===== src/rtl/instr_fetch_unit.sv =====
// Instruction fetch unit: PC, req/ack fetch from instruction memory, and a small
// {pc, word} buffer feeding the IR. `IFU_PREFETCH_EN` selects a 2-entry buffer (else 1).
module instr_fetch_unit #(
    parameter int unsigned       ADDR_W   = 8,
    parameter logic [ADDR_W-1:0] RESET_PC = 8'h00
) (
    input  logic              clk,
    input  logic              rst,
    output logic              mem_req,
    output logic [ADDR_W-1:0] mem_addr,
    input  logic              mem_ack,
    input  logic [15:0]       mem_rdata,
    output logic              directives_coming,
    output logic [15:0]       output_directives,
    input  logic              ir_ready,
    output logic [ADDR_W-1:0] pc_out,
    input  logic              redirect,
    input  logic [ADDR_W-1:0] redirect_pc,
    input  logic              halt
);

`ifdef IFU_PREFETCH_EN
    localparam int unsigned DEPTH = 2;
`else
    localparam int unsigned DEPTH = 1;
`endif
    localparam int unsigned WORD_W = 16;
    localparam int unsigned ENT_W  = ADDR_W + WORD_W;
    localparam int unsigned CNT_W  = 2;

    typedef enum logic [1:0] {
        FETCH   = 2'd0,
        STALL   = 2'd1,
        DISCARD = 2'd2
    } state_t;

    state_t            state, state_n;
    logic [ADDR_W-1:0] pc, pc_n;
    logic              mem_req_n;
    logic [ADDR_W-1:0] mem_addr_n;

    logic              ack_ok, push, pop, slot_free;
    logic [ENT_W-1:0]  head, head_n;
    logic              head_v, head_v_n;
    logic [CNT_W-1:0]  count_n;
`ifdef IFU_PREFETCH_EN
    logic [ENT_W-1:0]  tail, tail_n;
    logic              tail_v, tail_v_n;
`endif

    // An ack only counts against a live request; a stale ack after reset is ignored.
    assign ack_ok = mem_req & mem_ack;
    assign push   = ack_ok & (state == FETCH) & ~redirect;
    assign pop    = head_v & ir_ready;

    assign directives_coming = head_v;
    assign output_directives = head[WORD_W-1:0];
    assign pc_out            = head[ENT_W-1:WORD_W];

    // Buffer next-state: pop first, then push into the first free slot; redirect flushes.
    always_comb begin
        head_n   = head;
        head_v_n = head_v;
`ifdef IFU_PREFETCH_EN
        tail_n   = tail;
        tail_v_n = tail_v;
        if (pop) begin
            head_n   = tail;
            head_v_n = tail_v;
            tail_v_n = 1'b0;
        end
        if (push) begin
            if (!head_v_n) begin
                head_n   = {pc, mem_rdata};
                head_v_n = 1'b1;
            end else begin
                tail_n   = {pc, mem_rdata};
                tail_v_n = 1'b1;
            end
        end
        if (redirect) begin
            head_v_n = 1'b0;
            tail_v_n = 1'b0;
        end
        count_n = CNT_W'(head_v_n) + CNT_W'(tail_v_n);
`else
        if (pop) begin
            head_v_n = 1'b0;
        end
        if (push) begin
            head_n   = {pc, mem_rdata};
            head_v_n = 1'b1;
        end
        if (redirect) begin
            head_v_n = 1'b0;
        end
        count_n = CNT_W'(head_v_n);
`endif
        slot_free = (count_n < CNT_W'(DEPTH));
    end

    // Fetch FSM next-state; mem_addr is frozen only while discarding an orphaned request.
    always_comb begin
        state_n = state;
        pc_n    = pc;
        unique case (state)
            FETCH: begin
                if (ack_ok) begin
                    if (redirect) begin
                        pc_n    = redirect_pc;
                        state_n = halt ? STALL : FETCH;
                    end else begin
                        pc_n    = pc + ADDR_W'(1);
                        state_n = (slot_free && !halt) ? FETCH : STALL;
                    end
                end else if (redirect) begin
                    pc_n    = redirect_pc;
                    state_n = mem_req ? DISCARD : (halt ? STALL : FETCH);
                end else if (!mem_req && halt) begin
                    state_n = STALL;
                end
            end
            STALL: begin
                if (redirect) begin
                    pc_n = redirect_pc;
                end
                if (slot_free && !halt) begin
                    state_n = FETCH;
                end
            end
            DISCARD: begin
                if (redirect) begin
                    pc_n = redirect_pc;
                end
                if (ack_ok) begin
                    state_n = halt ? STALL : FETCH;
                end
            end
            default: state_n = FETCH;
        endcase
        mem_req_n  = (state_n != STALL);
        mem_addr_n = (state_n == DISCARD) ? mem_addr : pc_n;
    end

    always_ff @(posedge clk or posedge rst) begin
        if (rst) begin
            state    <= FETCH;
            pc       <= RESET_PC;
            mem_req  <= 1'b0;
            mem_addr <= RESET_PC;
            head     <= {RESET_PC, 16'h0000};
            head_v   <= 1'b0;
`ifdef IFU_PREFETCH_EN
            tail     <= '0;
            tail_v   <= 1'b0;
`endif
        end else begin
            state    <= state_n;
            pc       <= pc_n;
            mem_req  <= mem_req_n;
            mem_addr <= mem_addr_n;
            head     <= head_n;
            head_v   <= head_v_n;
`ifdef IFU_PREFETCH_EN
            tail     <= tail_n;
            tail_v   <= tail_v_n;
`endif
        end
    end

endmodule


===== config.mk =====
export PLATFORM = sky130hd
export DESIGN_NAME = instr_fetch_unit
export DESIGN_NICKNAME = d
export VERILOG_FILES = /design/src/rtl/instr_fetch_unit.sv
export SDC_FILE = /design/constraint.sdc
export NUM_CORES = 1
export LEC_CHECK = 0
export ABC_CLOCK_PERIOD_IN_PS = 2740
export CORE_ASPECT_RATIO = 0.9
export CORE_MARGIN = 2
export CORE_UTILIZATION = 24
export CTS_CLUSTER_DIAMETER = 100
export CTS_CLUSTER_SIZE = 8
export DETAILED_ROUTE_END_ITERATION = 10
export PLACE_DENSITY = 0.45
export SYNTH_ARGS = -nofsm -noshare
export SYNTH_HDL_FRONTEND = slang
export SYNTH_SLANG_ARGS = --single-unit

===== constraint.sdc =====
create_clock -name clk -period 2.74 [get_ports clk]
set_clock_uncertainty 0.15 [all_clocks]
set_input_delay 0.548 -clock clk [delete_from_list [all_inputs] [get_ports clk]]
set_output_delay 0.548 -clock clk [all_outputs]
set_load 0.01 [all_outputs]

==> results of run 1 <==
[registers in the layout (all words and copies together) (netlist names)]
register	count
directives_coming	1
mem_addr	8
mem_req	1
state	2
head	24
pc	8
[cells by family (layout without fill, tap and decap cells)]
family	count (synthesis)	in the layout	synth area share
mux	8	8	0.0418
simple gates	118	118	0.248
flops	44	44	0.510
compound gates	36	36	0.131
buf+inv	18	85	0.0400
fa+ha+maj	5	5	0.0290
[per-layer routing]
metal / global-route usage / up-vias
li1: - / 910
met1: 0.158 / 867
met2: 0.189 / 36
met3: 0.0277 / 4
met4: 0.0394 / 0
met5: 0 / -
[area by class of cell]
cell class	count	area (um^2)	share of cell area
sequential	44	1100	0.363
multi-input combinational	167	970	0.320
timing repair buffer	73	718	0.237
tap	119	149	0.0491
clock buffer	6	72.6	0.0239
inverter	5	18.8	0.00619
clock inverter	1	5.00	0.00165
[cells in the final DEF (no fill, tap or decap), types with 2 or more instances in the layout]
master	n
clkbuf_8	5
a311oi_1	2
nand3_1	4
mux2_2	8
and3_1	3
nand2_1	82
nand4_1	2
o221a_2	2
a21oi_1	5
dfrtp_1	44
a31oi_1	4
nor2b_1	3
ha_1	5
nand4b_1	2
o21ai_0	10
nand2b_1	4
nor2_1	8
and2_1	2
inv_1	4
buf_4	9
clkdlybuf4s50_1	63
nand3b_1	3
[power by group through the flow]
stage | clock (mW) | sequential (mW) | combinational, mW
after floorplan | 0 | 1.25 | 0.850
after global placement | 0 | 1.20 | 1.65
after detailed placement | 0 | 1.20 | 1.65
after CTS | 0.406 | 1.19 | 1.65
after global routing | 0.431 | 1.24 | 1.80
final | 0.381 | 1.19 | 1.63
[stage by stage]
| stage | hold slack [ns] | power [mW] | std cells |
|---|---|---|---|
| final | 0.324 | 3.20 | 415 |
| after floorplan | 0.306 | 2.10 | 229 |
| after global routing | 0.348 | 3.47 | 415 |
| after CTS | 0.334 | 3.25 | 415 |
| after global placement | 0.307 | 2.85 | 408 |
| after detailed placement | 0.312 | 2.85 | 408 |
[worst max-delay path, stage by stage (launching register included)]
cell,delay [ns]
dfrtp_1,0.43
inv_1,0.12
ha_1,0.21
buf_4,0.17
a32o_1,0.25
a31oi_1,0.22
o32ai_2,0.16
nand3_4,0.20
mux2_2,0.35
[worst paths after layout]
kind | to | slack (ns) | start | cells after the start
hold reg to reg | head[18]$_DFFE_PP0P_ | 0.32 | head[18]$_DFFE_PP0P_ | 2
max in group asynchronous | head[5]$_DFFE_PP0P_ | 1.43 | rst | 3
min in group asynchronous | head[20]$_DFFE_PP0P_ | 0.46 | rst | 2
hold / removal | head[18]$_DFFE_PP0P_ | 0.32 | head[18]$_DFFE_PP0P_ | 2
setup reg to reg | mem_addr[3]$_DFFE_PP0P_ | 0.38 | state[1]$_DFF_PP0_ | 8
setup / recovery | mem_addr[3]$_DFFE_PP0P_ | 0.38 | state[1]$_DFF_PP0_ | 8
==> metrics.csv, run 1 <==
stage,metric,value,unit
synth,synth-seq-area-share,0.510,
layout,diodes,0,
sta,rsz0062_at_grt,no,
routing,final_antenna_net_count,0,
routing,met1Wirelength,2770,um
power_and_ir_drop,power_density,1050,nW/um^2
floorplanning,start_util,0.249,
placed_design,pre_cts_ws,0.114,ns
sta,finalSetupViolations,0,
layout,area_delta_synth_final,40.7,%
grt,grt_overflow,0,
routing,wl_met2,2550,um
power_and_ir_drop,intPower,1.98,mW
sta,max_slew_margin,0.561,
synth,synthMostInstantiatedCell,nand2_1,
worst_setup_path,crit_arrival,2.39,ns
placed_design,hpwl,4140,um
floorplanning,die-area,9760,um^2
sta,tightest_slew,0.659,ns
cts,cts.path.max_buffers,2,
routing,drt_pass1_iterations,4,
layout,final_area,3030,um^2
routing,post_drt_wl_per_cell,13.6,um
cts,cts_hold_buf,0,
layout,utilization,0.351,
synth,synthDistinctLibCells,41,
synth,synth_top_area_frac,0.510,
sta,final.min_clock_period,2.36,ns
worst_setup_path,critPathRequiredTime,2.77,ns
sta,timing.setup.tns,0,ns
synth,ys_warn_count,0,
power_and_ir_drop,p_seq_frac,0.372,
synth,ys_async_sr_fraction,1.00,
routing,vias,1817,
synth,synth_top_cell_by_area,dfrtp_1,
synth,synth_ff_type,dfrtp_1,
power_and_ir_drop,power_frac_comb,0.509,
layout,drive_gt1_frac,0.108,
power_and_ir_drop,clockPowerShare,0.119,
cts,cts_resized,0,
sta,final_max_slew_viol_count,0,
worst_setup_path,worst_setup_path_start_kind,flop,
worst_setup_path,cp-end-kind,flop,
routing,wl,5640,um
sta,fmax,423,MHz
power_and_ir_drop,p_sw_frac,0.381,
floorplanning,design.core.area,8650,um^2
routing,met3WireLength,229,um
cts,cts_made_buffers,5,
routing,vias_per_cell,4.38,
sta,fin_crit_sh,0.863,
run_status,status,completed,
floorplanning,die_w,104,um
layout,fill_cells,917,
grt,antenna_found_initial,0,
worst_setup_path,critPathKind,reg2reg,
grt,grt_pass1_wl,9090,um
synth,syn_avg_cell_area,9.42,um^2
floorplanning,die_h,93.9,um
power_and_ir_drop,p_sw,1.22,mW
power_and_ir_drop,p_leak,1.36,nW
min_path,worstHoldPathType,reg2reg,
synth,syn_inst,229,
synth,yosys_register_bits,44,
routing,drt_iter0_drc,88,
synth,synth_edf_count,0,
floorplanning,rows,32,
run,drv_cap,0,
synth,synthTopCellsByCount,"82 x nand2_1, 44 x dfrtp_1, 10 x o21ai_0",
placed_design,port_buffers,63,
cts,cts_sinks,44,
cts,post_cts_buffers,0,
synth,synth_area_leaders,"dfrtp_1 51%, nand2_1 14%, mux2_2 4.2%",
sta,final.setup.worst_slack,0.376,ns
floorplanning,ios,64,
power_and_ir_drop,irDropWorstVdd,285,uV
synth,syn_nets,264,
sta,finalHoldViolCount,0,
cts,cts-root-buf,clkbuf_8,
placed_design,gp_congestion,0.809,
cts,clkTransAtPathRegs,0.08,ns
grt,grtUsageTotal,0.118,
layout,nNetsFinal,331,
worst_setup_path,crit_fanout,9,
cts,worst_skew_pair.late_latency,0.29,ns
synth,syn_area,2160,um^2
cts,cts_tree,done,
placed_design,dpl_cell_area,2960,um^2
cts,htree_levels,2,
routing,post-route-drc-count,0,
grt,grt_max_degree,25,
grt,grt_pass1_vias,1771,
routing,top_layer_used,met4,
(Power assumes the default switching activity.)
==> run 2, diff against run 1 <==
--- a/config.mk
+++ b/config.mk
@@ -7,7 +7,7 @@
 export LEC_CHECK = 0
 export ABC_CLOCK_PERIOD_IN_PS = 2740
 export CORE_ASPECT_RATIO = 0.9
-export CORE_MARGIN = 2
+export CORE_MARGIN = 4
 export CORE_UTILIZATION = 24
 export CTS_CLUSTER_DIAMETER = 100
 export CTS_CLUSTER_SIZE = 8
==> run 2 against run 1 <==
Net effect: sequential share of layout area decreased by 0.30 points; non-clock buffer count increased by 1; setup slack got worse by 0.093 ns; combinational power about the same; cell area increased by 0.82%; power increased by 3.5%; global-route usage decreased by 0.60 points; via count increased by 2.4%; clock power increased by 28%; critical path type unchanged.
==> metrics.csv, run 2 (same netlist as run 1, synthesis figures left out) <==
stage,metric,value,unit,change
run_status,status,completed,,
floorplanning,design.core.area,8650,um^2,unchanged
sta,tightest_slew,0.639,ns,-0.0201 ns
layout,regMostFlops,head,,
sta,finalHoldViolCount,0,,unchanged
worst_setup_path,crit_fanout,8,,-1
layout,area_delta_synth_final,41.8,%,
placed_design,port_buffers,63,,unchanged
floorplanning,die_w,108,um,+3.8%
layout,diodes,0,,unchanged
sta,fin_crit_sh,0.897,,+0.0339
power_and_ir_drop,p_total,3.31,mW,+3.5%
layout,fill_cells,917,,unchanged
routing,vias,1860,,+2.4%
cts,worst_skew_pair.late_latency,0.29,ns,about the same
routing,vias_per_cell,4.46,,+1.9%
routing,final_antenna_net_count,0,,unchanged
layout,top_regs,"head x24, mem_addr x8, pc x8",,
cts,htree_levels,2,,unchanged
layout,layout_commonest_cell,nand2_1,,
floorplanning,rows,32,,unchanged
placed_design,dpl_cell_area,2950,um^2,-0.17%
routing,drt_iter0_drc,87,,-1.1%
grt,grt_max_degree,24,,-4.0%
layout,final_area,3060,um^2,+0.82%
sta,final.min_clock_period,2.46,ns,+0.0928 ns
routing,post-route-drc-count,0,,unchanged
sta,timing.setup.tns,0,ns,unchanged
layout,drive_gt1_frac,0.114,,+0.00599
cts,cts_sinks,44,,unchanged
worst_setup_path,critPathKind,reg2reg,,
power_and_ir_drop,p_leak,1.38,nW,+1.1%
grt,grt_pass1_vias,1815,,+2.5%
grt,antenna_found_initial,0,,unchanged
power_and_ir_drop,irDropWorstVdd,279,uV,-2.2%
placed_design,hpwl,4380,um,+5.7%
cts,cts-root-buf,clkbuf_8,,
sta,max_slew_margin,0.574,,+0.0134
cts,cts_made_buffers,5,,unchanged
worst_setup_path,crit_arrival,2.48,ns,+0.09 ns
cts,cts.path.max_buffers,2,,unchanged
cts,cts_resized,0,,unchanged
cts,post_cts_buffers,0,,unchanged
layout,nNetsFinal,332,,+0.30%
power_and_ir_drop,power_density,1080,nW/um^2,+2.7%
min_path,worstHoldPathType,reg2reg,,
placed_design,gp_congestion,0.775,,-4.2%
sta,holdWs,0.325,ns,+0.000852 ns
placed_design,pre_cts_ws,0.0393,ns,-0.0751 ns
sta,final.setup.worst_slack,0.283,ns,-0.0928 ns
floorplanning,die_h,97.9,um,+4.3%
cts,cts_tree,done,,
floorplanning,die-area,10600,um^2,+8.3%
worst_setup_path,critPathRequiredTime,2.77,ns,about the same
floorplanning,ios,64,,unchanged
routing,wl,5770,um,+2.3%
layout,largest_reg_flops,24,,unchanged
sta,fmax,407,MHz,-3.8%
sta,finalSetupViolations,0,,unchanged
layout,layout_common_cells,"82 x nand2_1, 63 x clkdlybuf4s50_1, 44 x dfrtp_1",,
grt,grt_overflow,0,,unchanged
cts,cts_hold_buf,0,,unchanged
worst_setup_path,worst_setup_path_start_kind,flop,,
routing,drt_pass1_iterations,4,,unchanged
grt,grt_pass1_wl,9480,um,+4.2%
routing,post_drt_wl_per_cell,13.8,um,+1.9%
grt,grtUsageTotal,0.112,,-0.00598
floorplanning,start_util,0.249,,unchanged
run,drv_cap,0,,unchanged
sta,rsz0062_at_grt,no,,
sta,final_max_slew_viol_count,0,,unchanged
worst_setup_path,cp-end-kind,flop,,
cts,clkTransAtPathRegs,0.08,ns,about the same
run 2: changes by cell type in the layout (fill, tap and decap cells not counted):
cell       before  now
buf_4           9   11
bufinv_16       0    1
buf_12          1    0
run 2: layout make-up:
| type | instances | area, um^2 | share of cell area |
|---|---|---|---|
| sequential | 44 | 1100 | 0.360 |
| tap | 119 | 149 | 0.0487 |
| inverter | 5 | 18.8 | 0.00613 |
| clock inverter | 2 | 35.0 | 0.0115 |
| timing repair buffer | 74 | 713 | 0.233 |
| clock buffer | 6 | 72.6 | 0.0237 |
| multi-input combinational | 167 | 970 | 0.317 |
run 2: per-stage QoR:
step,utilization,instances
detailed placement,0.341,409
CTS,0.354,417
global placement,0.341,409
finish,0.354,417
global route,0.354,417
floorplan,-,229
run 2: power breakdown:
group          switching [mW]  internal [mW]
sequential              0.240          0.954
clock                   0.216          0.271
combinational           0.778          0.853
total                    1.23           2.08
run 2: critical path: stages, from the launching register on:
cell	delay [ns]
dfrtp_1	0.43
inv_1	0.13
ha_1	0.26
buf_4	0.18
a32o_1	0.23
a31oi_1	0.24
o32ai_2	0.16
nand3_4	0.20
mux2_2	0.36
run 2: layer usage:
layer	vias up	wire length [um]	GRT usage
li1	918	-	-
met1	885	2740	0.162
met2	55	2650	0.169
met3	2	335	0.0238
met4	0	35	0.0291
met5	-	0	0
run 2: worst paths after layout:
path | startpoint | endpoint | slack (ns) | cells past startpoint
min in group asynchronous | rst | head[20]$_DFFE_PP0P_ | 0.37 | 2
max in group asynchronous | rst | pc[3]$_DFF_PP0_ | 1.51 | 3
hold / removal | head[19]$_DFFE_PP0P_ | head[19]$_DFFE_PP0P_ | 0.32 | 2
hold reg to reg | head[19]$_DFFE_PP0P_ | head[19]$_DFFE_PP0P_ | 0.32 | 2
setup reg to reg | state[1]$_DFF_PP0_ | mem_addr[5]$_DFFE_PP0P_ | 0.28 | 8
setup / recovery | state[1]$_DFF_PP0_ | mem_addr[5]$_DFFE_PP0P_ | 0.28 | 8
==> run 3, diff against run 2 <==
--- a/config.mk
+++ b/config.mk
@@ -12,6 +12,7 @@
 export CTS_CLUSTER_DIAMETER = 100
 export CTS_CLUSTER_SIZE = 8
 export DETAILED_ROUTE_END_ITERATION = 10
+export GPL_ROUTABILITY_DRIVEN = 0
 export PLACE_DENSITY = 0.45
 export SYNTH_ARGS = -nofsm -noshare
 export SYNTH_HDL_FRONTEND = slang
==> results of run 3 <==
Same layout as run 2: the final DEF is identical, and so are final timing and power.
==> variant (flow settings as in run 1) <==
Build with the macro `IFU_PREFETCH_EN` defined.
--- a/src/rtl/instr_fetch_unit.sv
+++ b/src/rtl/instr_fetch_unit.sv
@@ -1,5 +1,7 @@
 // Instruction fetch unit: PC, req/ack fetch from instruction memory, and a small
 // {pc, word} buffer feeding the IR. `IFU_PREFETCH_EN` selects a 2-entry buffer (else 1).
+`define IFU_PREFETCH_EN
+
 module instr_fetch_unit #(
     parameter int unsigned       ADDR_W   = 8,
     parameter logic [ADDR_W-1:0] RESET_PC = 8'h00
Behaviour: not the same (a bounded check fails within 4 cycles, from zero or initial values and one cycle with rst high).
==> variant against run 1 <==
  * Wire length increased by 56%
  * Sequential power increased by 45%
  * Non-clock buffer count increased by 23
  * Synthesized area increased by 56%
  * Cell area increased by 56%
  * Power increased by 50%
  * Critical path type is now in2reg
  * Sequential cell count increased by 25
  * Setup slack got worse by 0.25 ns
==> variant: results (changes against run 1) <==
| Metric | Value |
|---|---|
| Setup crit end | mem_addr[5]$_DFFE_PP0P_ |
| Leakage | 2.23 nW (+64%) |
| Top cells by area, synth | dfrtp_1, mux2_1, mux2i_1 |
| Switch share | 0.331 (-0.0504) |
| Comb power | 1.90 mW (+17%) |
| Post-placement cell area | 4400 um^2 (+49%) |
| Dpl cells | 551 (+35%) |
| Post-synthesis compound-gate area fraction | 0.142 (+0.0110) |
| Slowest stage cell, crit path | or4_4 |
| Worst hold margin | 0.330 ns (+0.00604 ns) |
| R2R cell count | 9 (+1) |
| Clk_lat worst skew | 0.33 ns (+0.04 ns) |
| Mux share of post-synthesis cell area | 0.188 (+0.146) |
| Worst r2r src | state[0]$_DFF_PP0_ |
| Area share of fa/ha/maj cells after synthesis | 0.0216 (-0.00742) |
| Routed len/inst | 15.5 um (+14%) |
| Met3 GRT Util | 0.0435 (+0.0158) |
| Final Cycle Share | 0.956 (+0.0927) |
| Post-synthesis xor/xnor area fraction | 0.00260 (+0.00260) |
| Hold_sp | tail[14]$_DFFE_PP0P_ |
| Largest registers | head x24, tail x24 |
| DP Wirelength | 6.15 mm (+49%) |
| Mapped Nets | 336 (+27%) |
| Worst Setup SP | redirect |
| Root Buffer | clkbuf_16 |
| Synth Instances | 301 (+31%) |
| Crit path largest cell delay | 0.52 ns (+0.09 ns) |
| Yosys cell types | 45 (+9.8%) |
| DRT iter0 DRCs | 115 (+31%) |
| CP max FO | 8 (-1) |
| Met2 usage | 0.193 (+0.00435) |
| Combinational share of power | 0.396 (-0.113) |
| Outcome | complete, no violations |
| Hold path depth | 1 (-1) |
| Non-filler instance count after layout | 568 (+37%) |
| First-pass GRT wire length | 14.0 mm (+54%) |
## variant: changes by cell type after synthesis, sizes merged, moves of 3 or more
cell | before | now
o31ai | 0 | 4
nand2 | 82 | 30
mux2i | 0 | 24
o21ai | 10 | 34
a31oi | 4 | 7
nand3b | 3 | 0
a21oi | 5 | 13
inv | 5 | 12
and3 | 3 | 6
mux2 | 8 | 32
clkbuf | 7 | 13
dfrtp | 44 | 69
## variant: layout make-up
cell class              count  area (um^2)  share of cell area
flip-flops and latches     69         1730               0.366
multi-input cells         203         1520               0.322
repair buffers             96          918               0.195
clock buffers              13          250              0.0530
well taps                 172          215              0.0456
clock inverters             3         45.0             0.00954
inverters                  12         45.0             0.00954
## variant: per-layer routing
layer	up-vias	wire length [um]
met5	-	0
met4	0	228
met3	17	508
met2	60	4080
met1	1303	3970
li1	1264	-
